**config.mk**
```make
export PLATFORM = sky130hd
export DESIGN_NAME = count_ud_nl
export DESIGN_NICKNAME = d
export VERILOG_FILES = /design/src/rtl/count_ud_nl.sv
export SDC_FILE = /design/constraint.sdc
export NUM_CORES = 1
export LEC_CHECK = 0
export ABC_AREA = 1
export CAP_MARGIN = 20
export CORE_ASPECT_RATIO = 1.4
export CORE_MARGIN = 10
export CORE_UTILIZATION = 51
export CTS_CLUSTER_SIZE = 12
export DETAILED_ROUTE_END_ITERATION = 16
export PLACE_DENSITY = 0.9
export SETUP_SLACK_MARGIN = 0.02
export SYNTH_ARGS = -nofsm -noshare
export SYNTH_HDL_FRONTEND = slang
export SYNTH_SLANG_ARGS = --single-unit
```
**constraint.sdc**
```tcl
create_clock -name clk -period 2.7 [get_ports clk]
set_input_delay 0.54 -clock clk [delete_from_list [all_inputs] [get_ports clk]]
set_output_delay 0.54 -clock clk [all_outputs]
set_load 0.03 [all_outputs]
```
**src/rtl/count_ud_nl.sv**
```systemverilog
// count_ud_nl: parametrised synchronous up/down counter with parallel load,
// programmable terminal value MAX and registered wrap pulses OVF/UNF.
// Optional feature: define COUNT_UD_SAT_EN to add the sat port. When sat=1 the
// counter saturates at 0/MAX instead of wrapping.
module count_ud_nl #(
    parameter int               WIDTH = 10,
    parameter logic [WIDTH-1:0] MAX   = {WIDTH{1'b1}},
    parameter logic [WIDTH-1:0] INIT  = '0
) (
    input  logic             clk,
    input  logic             rst,
    input  logic             CE,
    input  logic             up,
    input  logic             dw,
    input  logic             LD,
    input  logic [WIDTH-1:0] D,
`ifdef COUNT_UD_SAT_EN
    input  logic             sat,
`endif
    output logic [WIDTH-1:0] Q,
    output logic             UTC,
    output logic             DTC,
    output logic             OVF,
    output logic             UNF
);

    logic [WIDTH-1:0] q_next;
    logic             ovf_next;
    logic             unf_next;
    logic             sat_mode;

`ifdef COUNT_UD_SAT_EN
    assign sat_mode = sat;
`else
    assign sat_mode = 1'b0;
`endif

    assign UTC = (Q == MAX);
    assign DTC = (Q == '0);

    // Next count and wrap flags: load beats count; opposing requests cancel.
    always_comb begin
        q_next   = Q;
        ovf_next = 1'b0;
        unf_next = 1'b0;
        if (LD) begin
            q_next = (D > MAX) ? MAX : D;
        end else if (CE && up && !dw) begin
            if (Q < MAX) begin
                q_next = Q + WIDTH'(1);
            end else if (!sat_mode) begin
                q_next   = '0;
                ovf_next = 1'b1;
            end else begin
                q_next = MAX;
            end
        end else if (CE && dw && !up) begin
            if (Q != '0) begin
                q_next = Q - WIDTH'(1);
            end else if (!sat_mode) begin
                q_next   = MAX;
                unf_next = 1'b1;
            end
        end
    end

    // Count register and wrap pulses; synchronous reset wins over everything.
    always_ff @(posedge clk) begin
        if (rst) begin
            Q   <= INIT;
            OVF <= 1'b0;
            UNF <= 1'b0;
        end else begin
            Q   <= q_next;
            OVF <= ovf_next;
            UNF <= unf_next;
        end
    end

endmodule

```
After elaboration in Yosys (flattened, before gate mapping). Index checks and enable logic that the tools add are counted.

Output and inout bits: 14. Logic and storage cells: 29. Input port bits: 16. Bits in registers: 12.

Eq/ne operators: 1. $add $sub $neg: 2. Mux-type cells: 8. Reduce and logical (&&, ||, !) cells: 11. Order comparisons: 2. Bitwise operators: 2.

Operator list (count): 10-bit 2-to-1 mux (6); 10-bit by 1-bit adder with 10-bit output (second input constant) (1); 10-bit == test (second input constant) (1); 10-bit > comparator (second input constant) (1); 10-bit zero test (1); 10-bit less-than comparator (second input constant) (1); 10-bit nonzero test (1); 10-bit by 1-bit subtractor with 10-bit output (second input constant) (1); 1-bit logical AND (4); 4-bit OR reduction (1); 3-bit nonzero test (1); 3-bit OR reduction (1); 1-bit zero test (2); 1-bit 2-to-1 mux (2); 1-bit NOT (2).

Depth between registers and ports, before layout.
Depth after elaboration: 5. Gate-level depth with buffers: 11. Gate-level depth less buffers: 10.

Least setup slack after synthesis. No wires, ideal clock.

Path kind: register to output. Start: reg Q[0]. End: out DTC. Arrival: 1.330 ns. Setup slack: 0.830 ns. Stages on the path, launching flop included: 7. Required time: 2.160 ns. Path through: dfxtp_1 -> inv_1 -> ha_1 -> nand2_2 -> nor2_4 -> nand2_2 -> inv_1.

Word-level cells in the longest chain between the ends: 1.

RTL lines: start: declaration (line 20) `output logic [WIDTH-1:0] Q,`; start signal: assignment (line 74) `Q <= q_next;`; 10-bit zero test (line 39) `assign DTC = (Q == '0);`; end: declaration (line 22) `output logic DTC,`.

No other way between the ends.

Worst setup path after layout. Ends and elaborated chain as after synthesis.

==> flow_metrics.tcl <==
set metrics [dict create \
    drive_above_1_share_pct 11.74 \
    drc_errors 0 \
    wl_per_cell_um 14.11 \
    synth_cell_types 27 \
    post-route-worst-setup-slack_ns 0.4493 \
    seqPwrFrac_pct 36.9 \
    hold_path_class "register to register" \
    synth_area_leaders "dfxtp_1, nand2_1, nand3_1, inv_1, xor2_1" \
    cts_resized 0 \
    dr.first_iter.drc_count 28 \
    gr-total-overflow 0 \
    fin_crit_sh_pct 83.36 \
    gp_congestion 0.8908 \
    syn_to_final_growth_pct 27.84 \
    initial_core_util_pct 54.49 \
    synthesis.nets 204 \
    finalCriticalPeriod_ns 2.251 \
    antenna_found_initial 0 \
    holdWs_ns 0.5210 \
    pin_count 30 \
    hold_violations 0 \
    port_buffers 29 \
    vias_per_cell 5.410 \
    startpoint_type "register" \
    n_antenna_cell 0 \
    cts_tree "done" \
    setup_violations 0 \
    required_ns 2.16 \
    ff2ff_path_depth 10 \
    internal_power_mw 0.3524 \
    switching_share_pct 41.87 \
    switchingPower_mw 0.2538 \
    via_count 1266 \
    p_leak_nw 0.7036 \
    worst_pin_slew_ns 0.4009 \
    ant_nets 0 \
    synth_area_per_cell_um2 5.920 \
    tns_ns 0 \
    clockBufferDepth 2 \
    core.rowCount 19 \
    relSlewSlack_pct 73.19 \
    h-tree-depth 1 \
    cts_buffers 3 \
    yosysWarningCount 0 \
    cp-end-kind "primary output" \
    yosys_register_bits 12 \
    grt_pass1_wl_um 5554 \
    syn_area_mm2 0.001101 \
    design.die.area_mm2 0.004444 \
    clkTransAtPathRegs_ns 0.08 \
    yosysSeqAreaShare_pct 21.82 \
    hpwl_um 2670 \
    grt_pass1_vias 1256 \
    finalPower_mw 0.6062 \
    clk_latency_ns 0.28 \
    cp_max_fo 6 \
    p_comb_share_pct 43.7 \
    critical_path_class "register to primary output" \
    grt_setup_unrepaired "false" \
    nets 233 \
    fin_skew_ns 0.005016 \
    die_w_um 59.27 \
    grt_max_degree 13 \
    power_frac_clock_pct 19.5 \
    fp.coreArea_mm2 0.002021 \
    cts-root-buf "clkbuf_4" \
    netlist.area_leader.share_pct 21.82 \
    totalWireLength_um 3302 \
    post-place-ws_ns 0.3936 \
    power_density_mw_per_mm2 430.7 \
    place_area_mm2 0.001380 \
    die_height_um 74.98 \
    vdd_ir_drop_max_v 0.0003088 \
    final_cell_area_mm2 0.001408 \
    drv_slew 0 \
    syn-instance-count 186 \
    first_pass_iters 4 \
    hold_path_depth 2 \
    max_freq_mhz 444.3 \
    max-cap-violations 0 \
    yosys.area.top_type "dfxtp_1" \
    status "finished clean" \
    cp.arrival_ns 1.71 \
    cts_sinks 12 \
    postCtsSetupRepairBufs 0 \
    grtUsageTotal_pct 15.57 \
    hold_buffers 0 \
]
-- power by group through the flow --
stage	Combinational (mW)	Sequential (mW)	Clock [mW]
floorplan	0.160	0.244	0
global placement	0.259	0.226	0
detailed placement	0.264	0.227	0
CTS	0.265	0.223	0.116
global route	0.293	0.227	0.127
finish	0.265	0.223	0.118
-- critical path, stage by stage (launching register included) --
cell and delay (ns):
dfxtp_1 0.35, inv_1 0.13, ha_1 0.25, nand2_2 0.10
nor2_4 0.14, nand2_2 0.11, inv_1 0.06, dlymetal6s2s_1 0.28
-- per-stage QoR --
stage | utilization (%) | std cells
CTS | 69.41 | 234
global route | 69.66 | 234
global placement | 68.30 | 231
finish | 69.66 | 234
floorplan | - | 186
detailed placement | 68.30 | 231
-- layout make-up --
| class | count | area (um^2) |
|---|---|---|
| fill | 192 | 613.1 |
| timing repair buffer | 30 | 302.8 |
| tap | 21 | 26.28 |
| clock buffer | 3 | 22.52 |
| multi-input combinational | 140 | 710.7 |
| inverter | 28 | 105.1 |
| sequential | 12 | 240.2 |
-- synthesized netlist by cell type --
library cell / n
nand2_1: 51
inv_1: 25
nand3_1: 21
dfxtp_1: 12
nor2_1: 12
a21oi_1: 9
o21ai_0: 9
nor2_2: 7
nand2_2: 6
xor2_1: 6
o21ai_1: 4
inv_2: 3
nand3b_1: 3
buf_6: 2
clkbuf_2: 2
ha_1: 2
nor2_4: 2
a21oi_2: 1
buf_2: 1
buf_4: 1
nand4_1: 1
nor3_1: 1
nor4_1: 1
o211ai_1: 1
o21ai_2: 1
or2_1: 1
or2_2: 1
-- worst paths after layout --
path	to	slack, ns	from
setup / recovery	DTC	0.45	Q[0]$_SDFFE_PP0P_
setup reg to reg	Q[3]$_SDFFE_PP0P_	1.09	Q[1]$_SDFFE_PP0P_
hold / removal	Q[0]$_SDFFE_PP0P_	0.52	Q[0]$_SDFFE_PP0P_
hold reg to reg	Q[0]$_SDFFE_PP0P_	0.52	Q[0]$_SDFFE_PP0P_
-- registers in the layout (all words and copies together), names as in the netlist --
signal  count
OVF         1
UNF         1
Q          10
-- kinds of logic after synthesis --
| family | count (synthesis) | share of synthesized area, % |
|---|---|---|
| AOI/OAI and AO/OA | 25 | 12.27 |
| DFF | 12 | 21.82 |
| and+or+nand+nor | 107 | 45.23 |
| buffers and inverters | 34 | 13.64 |
| adders and majority gates | 2 | 2.272 |
| xor gates and xnor gates | 6 | 4.773 |
-- per-layer routing --
layer | vias up | track usage, % | share of wire, %
li1 | 641 | - | -
met1 | 573 | 16.12 | 38
met2 | 43 | 29.08 | 54
met5 | - | 0 | 0
met4 | 0 | 8.184 | 2.7
met3 | 9 | 2.020 | 5.4
-- cell usage in the layout, fill, tap and decap left out, types with 2 or more instances in the layout --
cell type,n
o21ai_0,9
clkdlybuf4s50_1,27
ha_1,2
inv_2,3
nor2_1,12
a21oi_1,9
inv_1,25
nand3b_1,3
dlymetal6s2s_1,2
xor2_1,6
o21ai_1,4
nor2_4,2
nand2_2,6
nor2_2,7
nand2_1,51
clkbuf_4,3
nand3_1,21
dfxtp_1,12
Power figures use the tool's default switching activity.
